`config.mk`:
```
export PLATFORM = sky130hd
export DESIGN_NAME = pc_run_ctrl_flat
export DESIGN_NICKNAME = d
export VERILOG_FILES = /design/src/rtl/pc_run_pkg.sv /design/src/rtl/pc_run_ctrl_if.sv /design/src/rtl/pc_bp_match.sv /design/src/rtl/pc_run_ctrl.sv /design/src/flat_wrapper.sv
export SDC_FILE = /design/constraint.sdc
export NUM_CORES = 1
export LEC_CHECK = 0
export BUFFER_PORTS_ARGS = -buffer_cell sky130_fd_sc_hd__buf_2
export CORE_MARGIN = 8
export CORE_UTILIZATION = 54
export DETAILED_ROUTE_END_ITERATION = 16
export GPL_ROUTABILITY_DRIVEN = 1
export HOLD_SLACK_MARGIN = 0.03
export PLACE_DENSITY = 0.88
export SYNTH_ARGS = -nofsm -noshare
export SYNTH_HDL_FRONTEND = slang
export SYNTH_SLANG_ARGS = --single-unit
```
`constraint.sdc`:
```
create_clock -name clk -period 8.32 [get_ports clk]
set_clock_uncertainty 0.05 [all_clocks]
set_input_delay 0.832 -clock clk [delete_from_list [all_inputs] [get_ports clk]]
set_output_delay 0.832 -clock clk [all_outputs]
set_load 0.005 [all_outputs]
```
`src/rtl/pc_run_pkg.sv`:
```
// -----------------------------------------------------------------------------
// pc_run_pkg
// Shared encodings for the PC run controller: run modes, halt causes and the
// controller state enum. Imported by pc_run_ctrl_if, pc_bp_match and
// pc_run_ctrl.
// -----------------------------------------------------------------------------
package pc_run_pkg;

    // Run modes as presented on mode_i. Encoding 3 is reserved and behaves
    // as FREE; norm_mode() folds it so the rest of the design sees 3 modes.
    localparam logic [1:0] MODE_FREE  = 2'd0;
    localparam logic [1:0] MODE_STEP  = 2'd1;
    localparam logic [1:0] MODE_COUNT = 2'd2;

    // Halt causes reported on halt_cause_o.
    localparam logic [2:0] CAUSE_NONE  = 3'd0;
    localparam logic [2:0] CAUSE_END   = 3'd1;
    localparam logic [2:0] CAUSE_BREAK = 3'd2;
    localparam logic [2:0] CAUSE_COUNT = 3'd3;
    localparam logic [2:0] CAUSE_STEP  = 3'd4;
    localparam logic [2:0] CAUSE_STOP  = 3'd5;

    // Controller state.
    typedef enum logic [1:0] {
        ST_IDLE = 2'd0,
        ST_RUN  = 2'd1,
        ST_HALT = 2'd2
    } run_state_t;

    // Map the reserved mode encoding onto FREE.
    function automatic logic [1:0] norm_mode(input logic [1:0] m);
        return (m == 2'd3) ? MODE_FREE : m;
    endfunction

endpackage

```
`src/rtl/pc_run_ctrl_if.sv`:
```
// -----------------------------------------------------------------------------
// pc_run_ctrl_if
// Bundles the debug-control inputs and run-control outputs of pc_run_ctrl.
//   master : debug controller side (drives start/stop/clr, mode, addresses,
//            breakpoints and the core PC; observes run/clear/status)
//   slave  : pc_run_ctrl itself
//
// Signalling: start_i and clr_i are single-cycle pulses sampled on the rising
// clock edge; start_i is only accepted when busy_o is low, clr_i is accepted
// in every state and wins over start_i/stop_i in the same cycle. stop_i is a
// level (a pulse works too) that only matters while busy_o is high. run_o is
// combinational and is the per-cycle PC advance enable; pc_clr_o is a
// registered one-cycle pulse following clr_i. There is no backpressure.
// -----------------------------------------------------------------------------
interface pc_run_ctrl_if #(
    parameter int PC_W   = 32,
    parameter int NUM_BP = 4,
    parameter int CNT_W  = 32
) ();
    import pc_run_pkg::*;

    logic                     start_i;
    logic                     stop_i;
    logic                     clr_i;
    logic [1:0]               mode_i;
    logic [CNT_W-1:0]         step_cnt_i;
    logic [PC_W-3:0]          end_addr_i;
    logic [PC_W-1:0]          pc_i;
    logic [NUM_BP-1:0]        bp_en_i;
    logic [NUM_BP*PC_W-1:0]   bp_addr_i;

    logic                     run_o;
    logic                     pc_clr_o;
    logic                     busy_o;
    logic [2:0]               halt_cause_o;
    logic [2:0]               bp_idx_o;
    logic [CNT_W-1:0]         retired_o;
    run_state_t               state_o;     // controller state, for debug

    modport master (
        output start_i, stop_i, clr_i, mode_i, step_cnt_i, end_addr_i,
               pc_i, bp_en_i, bp_addr_i,
        input  run_o, pc_clr_o, busy_o, halt_cause_o, bp_idx_o, retired_o,
               state_o
    );

    modport slave (
        input  start_i, stop_i, clr_i, mode_i, step_cnt_i, end_addr_i,
               pc_i, bp_en_i, bp_addr_i,
        output run_o, pc_clr_o, busy_o, halt_cause_o, bp_idx_o, retired_o,
               state_o
    );

endinterface

```
`src/rtl/pc_bp_match.sv`:
```
// -----------------------------------------------------------------------------
// pc_bp_match
// NUM_BP address breakpoint comparators with a lowest-index priority encoder.
// Only the word index (pc[PC_W-1:2]) is compared.
//   pc_i      : current PC (byte address)
//   bp_en_i   : per-breakpoint enable
//   bp_addr_i : packed breakpoint byte addresses, bp k at [k*PC_W +: PC_W]
//   hit_o     : any enabled breakpoint matches
//   idx_o     : lowest matching breakpoint index (0 when no match)
// -----------------------------------------------------------------------------
module pc_bp_match #(
    parameter int PC_W   = 32,
    parameter int NUM_BP = 4
) (
    input  logic [PC_W-1:0]        pc_i,
    input  logic [NUM_BP-1:0]      bp_en_i,
    input  logic [NUM_BP*PC_W-1:0] bp_addr_i,
    output logic                   hit_o,
    output logic [2:0]             idx_o
);

    logic [NUM_BP-1:0] match;

    for (genvar k = 0; k < NUM_BP; k++) begin : g_cmp
        assign match[k] = bp_en_i[k] &&
                          (pc_i[PC_W-1:2] == bp_addr_i[k*PC_W+2 +: PC_W-2]);
    end

    // Walk from the top down so the lowest matching index is written last.
    always_comb begin
        hit_o = |match;
        idx_o = 3'd0;
        for (int k = NUM_BP - 1; k >= 0; k--) begin
            if (match[k]) begin
                idx_o = 3'(k);
            end
        end
    end

endmodule

```
`src/rtl/pc_run_ctrl.sv`:
```
// -----------------------------------------------------------------------------
// pc_run_ctrl
// Run control for the core PC. Gates PC advance (run_o) in three modes:
// FREE (run to end address), STEP (one instruction) and COUNT (N
// instructions), with NUM_BP address breakpoints, a halt-cause register and a
// retired-instruction counter.
//   clk, rst_n : clock, asynchronous active-low reset
//   bus        : pc_run_ctrl_if.slave -- debug controls in; run_o, pc_clr_o,
//                busy_o, halt_cause_o, bp_idx_o, retired_o, state_o out
// -----------------------------------------------------------------------------
module pc_run_ctrl
    import pc_run_pkg::*;
#(
    parameter int PC_W   = 32,
    parameter int NUM_BP = 4,
    parameter int CNT_W  = 32
) (
    input  logic          clk,
    input  logic          rst_n,
    pc_run_ctrl_if.slave  bus
);

    run_state_t        state;
    logic [1:0]        mode_q;
    logic [CNT_W-1:0]  remaining;
    logic              skip_bp;
    logic [2:0]        cause_q;
    logic [2:0]        idx_q;
    logic [CNT_W-1:0]  retired_q;
    logic              pc_clr_q;

    logic              bp_raw;
    logic [2:0]        bp_raw_idx;

    logic              in_run;
    logic              cnt_mode;
    logic              end_hit;
    logic              bp_hit;
    logic              cnt_hit;
    logic              stop_hit;
    logic              any_hit;
    logic              run_en;
    logic [2:0]        cause_nxt;

    pc_bp_match #(
        .PC_W   (PC_W),
        .NUM_BP (NUM_BP)
    ) u_bp_match (
        .pc_i      (bus.pc_i),
        .bp_en_i   (bus.bp_en_i),
        .bp_addr_i (bus.bp_addr_i),
        .hit_o     (bp_raw),
        .idx_o     (bp_raw_idx)
    );

    // Hit terms are evaluated on the live PC so run_o drops in the very
    // cycle the PC reaches a halt address; the PC never overshoots.
    always_comb begin
        in_run   = (state == ST_RUN);
        cnt_mode = (mode_q == MODE_STEP) || (mode_q == MODE_COUNT);
        end_hit  = in_run && (bus.pc_i[PC_W-1:2] == bus.end_addr_i);
        // skip_bp lets a resume execute the breakpoint instruction once.
        bp_hit   = in_run && bp_raw && !skip_bp;
        cnt_hit  = in_run && cnt_mode && (remaining == '0);
        stop_hit = in_run && bus.stop_i;
        any_hit  = stop_hit || end_hit || bp_hit || cnt_hit;
        run_en   = in_run && !any_hit && !bus.clr_i;
    end

    // Halt-cause priority: STOP > END > BREAK > COUNT/STEP.
    always_comb begin
        cause_nxt = CAUSE_NONE;
        if (stop_hit) begin
            cause_nxt = CAUSE_STOP;
        end else if (end_hit) begin
            cause_nxt = CAUSE_END;
        end else if (bp_hit) begin
            cause_nxt = CAUSE_BREAK;
        end else if (cnt_hit) begin
            cause_nxt = (mode_q == MODE_STEP) ? CAUSE_STEP : CAUSE_COUNT;
        end
    end

    always_ff @(posedge clk or negedge rst_n) begin
        if (!rst_n) begin
            state     <= ST_IDLE;
            mode_q    <= MODE_FREE;
            remaining <= '0;
            skip_bp   <= 1'b0;
            cause_q   <= CAUSE_NONE;
            idx_q     <= 3'd0;
            retired_q <= '0;
            pc_clr_q  <= 1'b0;
        end else if (bus.clr_i) begin
            state     <= ST_IDLE;
            remaining <= '0;
            skip_bp   <= 1'b0;
            cause_q   <= CAUSE_NONE;
            idx_q     <= 3'd0;
            retired_q <= '0;
            pc_clr_q  <= 1'b1;
        end else begin
            pc_clr_q <= 1'b0;
            case (state)
                ST_IDLE, ST_HALT: begin
                    if (bus.start_i) begin
                        state   <= ST_RUN;
                        mode_q  <= norm_mode(bus.mode_i);
                        skip_bp <= 1'b1;
                        cause_q <= CAUSE_NONE;
                        case (norm_mode(bus.mode_i))
                            MODE_COUNT: remaining <= bus.step_cnt_i;
                            MODE_STEP:  remaining <= CNT_W'(1);
                            default:    remaining <= '0;
                        endcase
                    end
                end
                ST_RUN: begin
                    if (any_hit) begin
                        state   <= ST_HALT;
                        cause_q <= cause_nxt;
                        if (cause_nxt == CAUSE_BREAK) begin
                            idx_q <= bp_raw_idx;
                        end
                    end else if (run_en) begin
                        retired_q <= retired_q + CNT_W'(1);
                        skip_bp   <= 1'b0;
                        if (cnt_mode) begin
                            remaining <= remaining - CNT_W'(1);
                        end
                    end
                end
                default: state <= ST_IDLE;
            endcase
        end
    end

    assign bus.run_o        = run_en;
    assign bus.pc_clr_o     = pc_clr_q;
    assign bus.busy_o       = in_run;
    assign bus.halt_cause_o = cause_q;
    assign bus.bp_idx_o     = idx_q;
    assign bus.retired_o    = retired_q;
    assign bus.state_o      = state;

endmodule

```
`src/flat_wrapper.sv`:
```
// flat-port wrapper written by rule: the top's interface ports become plain ports
module pc_run_ctrl_flat import pc_run_pkg::*;
#(
    parameter int PC_W   = 32,
    parameter int NUM_BP = 4,
    parameter int CNT_W  = 32
)
  (clk, rst_n, bus_start_i, bus_stop_i, bus_clr_i, bus_mode_i, bus_step_cnt_i, bus_end_addr_i, bus_pc_i, bus_bp_en_i, bus_bp_addr_i, bus_run_o, bus_pc_clr_o, bus_busy_o, bus_halt_cause_o, bus_bp_idx_o, bus_retired_o, bus_state_o);
  pc_run_ctrl_if #(.PC_W(PC_W), .NUM_BP(NUM_BP), .CNT_W(CNT_W)) bus_i ();
  input  logic clk;
  input  logic rst_n;
  input wire logic [$bits(bus_i.start_i)-1:0] bus_start_i;
  input wire logic [$bits(bus_i.stop_i)-1:0] bus_stop_i;
  input wire logic [$bits(bus_i.clr_i)-1:0] bus_clr_i;
  input wire logic [$bits(bus_i.mode_i)-1:0] bus_mode_i;
  input wire logic [$bits(bus_i.step_cnt_i)-1:0] bus_step_cnt_i;
  input wire logic [$bits(bus_i.end_addr_i)-1:0] bus_end_addr_i;
  input wire logic [$bits(bus_i.pc_i)-1:0] bus_pc_i;
  input wire logic [$bits(bus_i.bp_en_i)-1:0] bus_bp_en_i;
  input wire logic [$bits(bus_i.bp_addr_i)-1:0] bus_bp_addr_i;
  output wire logic [$bits(bus_i.run_o)-1:0] bus_run_o;
  output wire logic [$bits(bus_i.pc_clr_o)-1:0] bus_pc_clr_o;
  output wire logic [$bits(bus_i.busy_o)-1:0] bus_busy_o;
  output wire logic [$bits(bus_i.halt_cause_o)-1:0] bus_halt_cause_o;
  output wire logic [$bits(bus_i.bp_idx_o)-1:0] bus_bp_idx_o;
  output wire logic [$bits(bus_i.retired_o)-1:0] bus_retired_o;
  output wire logic [$bits(bus_i.state_o)-1:0] bus_state_o;
  assign bus_i.start_i = bus_start_i;
  assign bus_i.stop_i = bus_stop_i;
  assign bus_i.clr_i = bus_clr_i;
  assign bus_i.mode_i = bus_mode_i;
  assign bus_i.step_cnt_i = bus_step_cnt_i;
  assign bus_i.end_addr_i = bus_end_addr_i;
  assign bus_i.pc_i = bus_pc_i;
  assign bus_i.bp_en_i = bus_bp_en_i;
  assign bus_i.bp_addr_i = bus_bp_addr_i;
  assign bus_run_o = bus_i.run_o;
  assign bus_pc_clr_o = bus_i.pc_clr_o;
  assign bus_busy_o = bus_i.busy_o;
  assign bus_halt_cause_o = bus_i.halt_cause_o;
  assign bus_bp_idx_o = bus_i.bp_idx_o;
  assign bus_retired_o = bus_i.retired_o;
  assign bus_state_o = bus_i.state_o;
  pc_run_ctrl #(.PC_W(PC_W), .NUM_BP(NUM_BP), .CNT_W(CNT_W)) u_core (.clk(clk), .rst_n(rst_n), .bus(bus_i));
endmodule
```
Word level (Yosys, flattened, before mapping):

Index checks and enable logic that the tools add are counted.

* flip-flop bits (word level): 76
* bits of input ports: 233
* output and inout port bits: 43
* logic and storage cells: 104

* add/sub/neg operators: 2
* equality and inequality tests: 19
* mux-type cells: 39
* bitwise operators: 1
* reduce and logical (&&, ||, !) cells: 35

Operators with widths (count)
* $mux W32: 9
* $eq A30 B30 Y1: 5
* $pmux W32 S2: 2
* $mux W3: 15
* $add A32 B1 Y32 const B: 1
* $logic_not A32 Y1: 1
* $sub A32 B1 Y32 const B: 1
* $logic_and A1 B1 Y1: 12
* $reduce_and A3 Y1: 4
* $mux W2: 5
* $ne A3 B3 Y1 const B: 3
* $eq A2 B2 Y1 const B: 4
* $reduce_bool A2 Y1: 4
* $eq A2 B1 Y1 const B: 3
* $ne A3 B2 Y1 const B: 2
* $pmux W3 S2: 1
* $mux W1: 5
* $reduce_and A5 Y1: 1
* $logic_or A1 B1 Y1: 4
* $pmux W2 S2: 1
* $reduce_and A4 Y1: 1
* $reduce_or A4 Y1: 1
* $eq A3 B2 Y1 const B: 1
* $logic_not A1 Y1: 3
* other kinds (7): 7

Longest topological paths before layout:

* depth after elaboration: 14
* gate-level depth with buffers: 11
* mapped depth without buffers: 9

Modules after synthesis:

Synthesis repeated with hierarchy kept, for this count alone.

* cells, all modules: 733
* area, all modules: 6329.8 um^2

Modules (own cells, without submodules)
* pc_run_ctrl: instances 1, cells each 551, area each 4837.1 um^2
* pc_bp_match: instances 1, cells each 182, area each 1492.7 um^2

Worst setup path after synthesis:

Ideal clock, no wire load.

* kind: input to output
* start point: in bus_pc_i[31]
* end point: out bus_run_o
* arrival time: 2858 ps
* path slack: 4580 ps
* stages: 9
* buffers on the path: 3
* path through: clkbuf_1 -> xor2_1 -> nor4_1 -> nand2_1 -> or4_1 -> clkbuf_1 -> a41oi_1 -> clkbuf_1 -> nor3_1

* word-level cells in the longest chain between the ends: 10
* elaborated cells on any way between the ends: 19
* those cells by class: eq/ne: 5; reduce/logical: 14

Ends and longest elaborated chain
* start: declaration: line flat_wrapper.sv:18 `input wire logic [$bits(bus_i.pc_i)-1:0] bus_pc_i;`
* $eq A30 B30 Y1: line pc_bp_match.sv:26 `(pc_i[PC_W-1:2] == bp_addr_i[k*PC_W+2 +: PC_W-2]);`
* $logic_and A1 B1 Y1: line pc_bp_match.sv:25 `assign match[k] = bp_en_i[k] &&`
* $reduce_or A4 Y1: line pc_bp_match.sv:31 `hit_o = |match;`
* $logic_and A1 B1 Y1 (2 in a row): line pc_run_ctrl.sv:63 `bp_hit = in_run && bp_raw && !skip_bp;`
* $logic_or A1 B1 Y1 (*) (2 in a row): line pc_run_ctrl.sv:66 `any_hit = stop_hit || end_hit || bp_hit || cnt_hit;`
* $logic_not A1 Y1 (*): line pc_run_ctrl.sv:67 `run_en = in_run && !any_hit && !bus.clr_i;`
* $logic_and A1 B1 Y1 (*) (2 in a row): line pc_run_ctrl.sv:67
* end: declaration: line flat_wrapper.sv:21 `output wire logic [$bits(bus_i.run_o)-1:0] bus_run_o;`

Mark *: on every way between the ends. The rest lies on a longest branch, timed or not.

Worst setup path in the final report:

* start point: reg u_core.state[1], in the netlist u_core.bus.state_o[1]
* end point: out bus_run_o

* word-level cells in the longest chain between the ends: 8
* elaborated cells on any way between the ends: 13
* those cells by class: eq/ne: 1; reduce/logical: 12

Ends and longest elaborated chain
* start: declaration: line pc_run_ctrl.sv:23 `run_state_t state;`
* start signal: assignment: line pc_run_ctrl.sv:86 `state <= ST_IDLE;`
* start signal: assignment: line pc_run_ctrl.sv:95 `state <= ST_IDLE;`
* start signal: assignment: line pc_run_ctrl.sv:107 `state <= ST_RUN;`
* $eq A2 B1 Y1 (*): line pc_run_ctrl.sv:59 `in_run = (state == ST_RUN);`
* $logic_and A1 B1 Y1, on equally long branches: line pc_run_ctrl.sv:65, pc_run_ctrl.sv:61, pc_run_ctrl.sv:63
* $logic_or A1 B1 Y1 or $logic_and A1 B1 Y1 (tied branches): line pc_run_ctrl.sv:66, pc_run_ctrl.sv:63
* $logic_or A1 B1 Y1 (2 in a row): line pc_run_ctrl.sv:66
* $logic_not A1 Y1: line pc_run_ctrl.sv:67
* $logic_and A1 B1 Y1 (*) (2 in a row): line pc_run_ctrl.sv:67

Marked as above.

==> out/metrics.yaml <==
layout:
  multi_input_area_mm2: 0.00457
  final_area_mm2: 0.00842
  fillers: 1079
  syn_to_final_growth_pct: 23.9
  seqCellArea_mm2: 0.00188
  drive_gt1_share_pct: 32.6
  fin_nets: 1270
  final_util_pct: 67.5
routing:
  drt_pass1_iterations: 6
  drt-wirelength-per-cell_um: 20.6
  totalWireLength_um: 24900
  avgViaCountPerCell: 6.11
  postRouteAntennaNets: 0
  drc: 0
  vias: 7394
  first_iter_violations: 883
sta:
  fin_hold_ws_ns: 0.481
  max_slew_margin_pct: 23.8
  post-route-period-util_pct: 56.6
  slew_viol_final: 0
  setup_viol: 0
  setup_tns_ns: 0
  max_freq_mhz: 212
  fin_crit_ns: 4.71
  hold_viol: 0
  rsz0062_at_grt: "false"
  tightest_slew_ns: 1.14
clock_network:
  h-tree-depth: 3
  clkLatencyLatePin_ns: 0.34
  cts.path.max_buffers: 2
  hold_buffers: 0
  cts_resized: 0
  clk_pin_slew_ns: 0.06
  clockRootBuffer: "clkbuf_16"
  clock-sinks: 75
  tritoncts: "built"
  postCtsSetupBuffers: 0
  numCtsBuffers: 9
setup_path:
  endpoint_kind: "output pin"
  required_ns: 7.44
  reg2reg_from: "u_core.bus.state_o[1]"
  r2r_end: "u_core.remaining[1]"
  endpoint: "bus_run_o"
  crit_path_cell_trace: "nand2b_1, buf_4, clkinv_1, nand4_1, nor4_1, a22oi_1, nand2_1, nor3_1, buf_2"
  crit_fanout: 39
  rr_worst_depth: 9
  arrival_ns: 3.83
  start_kind: "register"
  reg2reg_slack_ns: 4.42
  critPathSlowestCell: "nand2_1"
  slowest_delay_ns: 0.81
  crit_type: "reg2out"
  crit_path_start: "u_core.bus.state_o[1]"
synthesis:
  synth_top_area_share_pct: 27.6
  syn_nets: 1062
  yosys_warnings: 0
  syn_avg_cell_area_um2: 8.27
  syn_inst: 822
  async_flop_share_pct: 100
  yosysTopAreaCell: "dfrtp_1"
  synth-seq-cells: 75
  synth-edff-count: 0
  synth_cell_types: 64
  synthTopCellsByArea: "dfrtp_1 28%, xnor2_1 12%, xor2_1 7.2%, nor2_1 3.7%, a21oi_1 3.7%"
  ys_seq_area_share_pct: 27.6
  synth_flop_cell: "dfrtp_1"
  syn_area_mm2: 0.00679
die:
  dieHeight_um: 128
  io_pins: 276
  rows: 41
  die_area_mm2: 0.0164
  start_util_pct: 54.5
  core-area_mm2: 0.0125
  die_x_um: 128
power_and_ir_drop:
  power.total_mw: 1.25
  p_leak_nw: 3.71
  p_per_area_mw_per_mm2: 149
  ir_drop_mv: 0.112
hold_path:
  hold_class: "reg2reg"
grt:
  grtUsageTotal_pct: 29.9
  grt_pass1_wl_um: 38400
  grt_max_degree: 76
  first_global_vias: 7075
  grt_overflow_total: 0
  antenna_found_initial: 3
place:
  portBuffers: 264
  routabilityCongestion: 0.938
  dp_hpwl_um: 19100
  dpl-instance-area_mm2: 0.00810
status:
  status: "complete, no violations"
job:
  max_cap_viol_count: 0
## where the power goes
| group | total [mW] | leakage (nW) | internal [mW] | switching, mW |
|---|---|---|---|---|
| clock | 0.400 | 0.142 | 0.241 | 0.158 |
| combinational | 0.415 | 2.56 | 0.180 | 0.235 |
| sequential | 0.440 | 1.01 | 0.399 | 0.0409 |
| total | 1.25 | 3.71 | 0.821 | 0.434 |
## critical path, delay by kind of cell (launching register included)
family	cells	cell delay [ns]
flops	1	0.38
compound gates	1	0.71
buf+inv	3	0.78
simple gates	5	1.61
## cells in the final DEF, fill, tap and decap left out, drive strengths merged, types with 15 or more instances in the layout
master / instances
a31oi: 17
xor2: 56
nor2b: 18
a21oi: 51
nand2: 33
dfrtp: 75
o31ai: 15
xnor2: 96
nand4: 38
buf: 273
nor3: 41
mux2: 22
nor4: 36
nand3: 21
nor2: 67
## metrics by stage
stage / worst slack (ns) / std cells
floorplan: 4.58 / 822
global placement: 3.74 / 1191
detailed placement: 3.73 / 1191
CTS: 3.62 / 1207
global route: 3.27 / 1210
finish: 3.61 / 1211
## sequential cells by signal (all words and copies together), names as in the netlist
name / flops
u_core.bus.retired_o: 32
u_core.bus.bp_idx_o: 2
u_core.bus.pc_clr_o: 1
u_core.bus.state_o: 2
u_core.remaining: 32
u_core.bus.halt_cause_o: 3
u_core.mode_q: 2
u_core.skip_bp: 1
## area by class of cell
cell class	instances	area share [%]
multi-input cells	659	54.4
flip-flops and latches	75	22.3
repair buffers	273	16.5
clock buffers	11	2.88
well taps	172	2.56
clock inverters	5	0.743
inverters	12	0.535
diodes	4	0.119
## cell families after synthesis
| group | share of synthesized area (%) |
|---|---|
| AND/OR/NAND/NOR | 24.6 |
| AO/OA/AOI/OAI | 17.5 |
| XOR/XNOR | 19.6 |
| buffers and inverters | 5.43 |
| flip-flops | 27.6 |
| multiplexers | 3.87 |
| adder cells (fa/ha/maj) | 1.29 |
| other | 0.0552 |
## worst min path at each step
stage                startpoint                to  slack (ns)  depth (start not counted)
6_report       u_core.mode_q[0]  u_core.mode_q[0]        0.48                          1
5_1_grt        u_core.mode_q[0]  u_core.mode_q[0]        0.51                          1
4_1_cts        u_core.mode_q[0]  u_core.mode_q[0]        0.49                          1
3_5_place_dp   u_core.mode_q[0]  u_core.mode_q[0]        0.47                          1
3_3_place_gp   u_core.mode_q[0]  u_core.mode_q[0]        0.46                          1
2_1_floorplan  u_core.mode_q[0]  u_core.mode_q[0]        0.44                          1
## layer usage
layer	track usage (%)	vias up	part of all wire [%]
li1	-	3433	-
met1	40.7	3531	43
met2	47.4	400	46
met3	6.07	30	9.4
met4	7.13	0	1.6
met5	0	-	0
## synth_stat cells (12+ instances only)
master    number
xor2_1        56
nor3_1        40
dfrtp_1       75
nand4_1       38
mux2_2        18
nor4_1        36
nand3_1       20
nand2_1       33
xnor2_1       96
nor2b_1       18
nor2_1        67
a31oi_1       17
o32a_1        12
a21oi_1       50
o31ai_1       15
clkbuf_1      60
(Power assumes the default switching activity.)
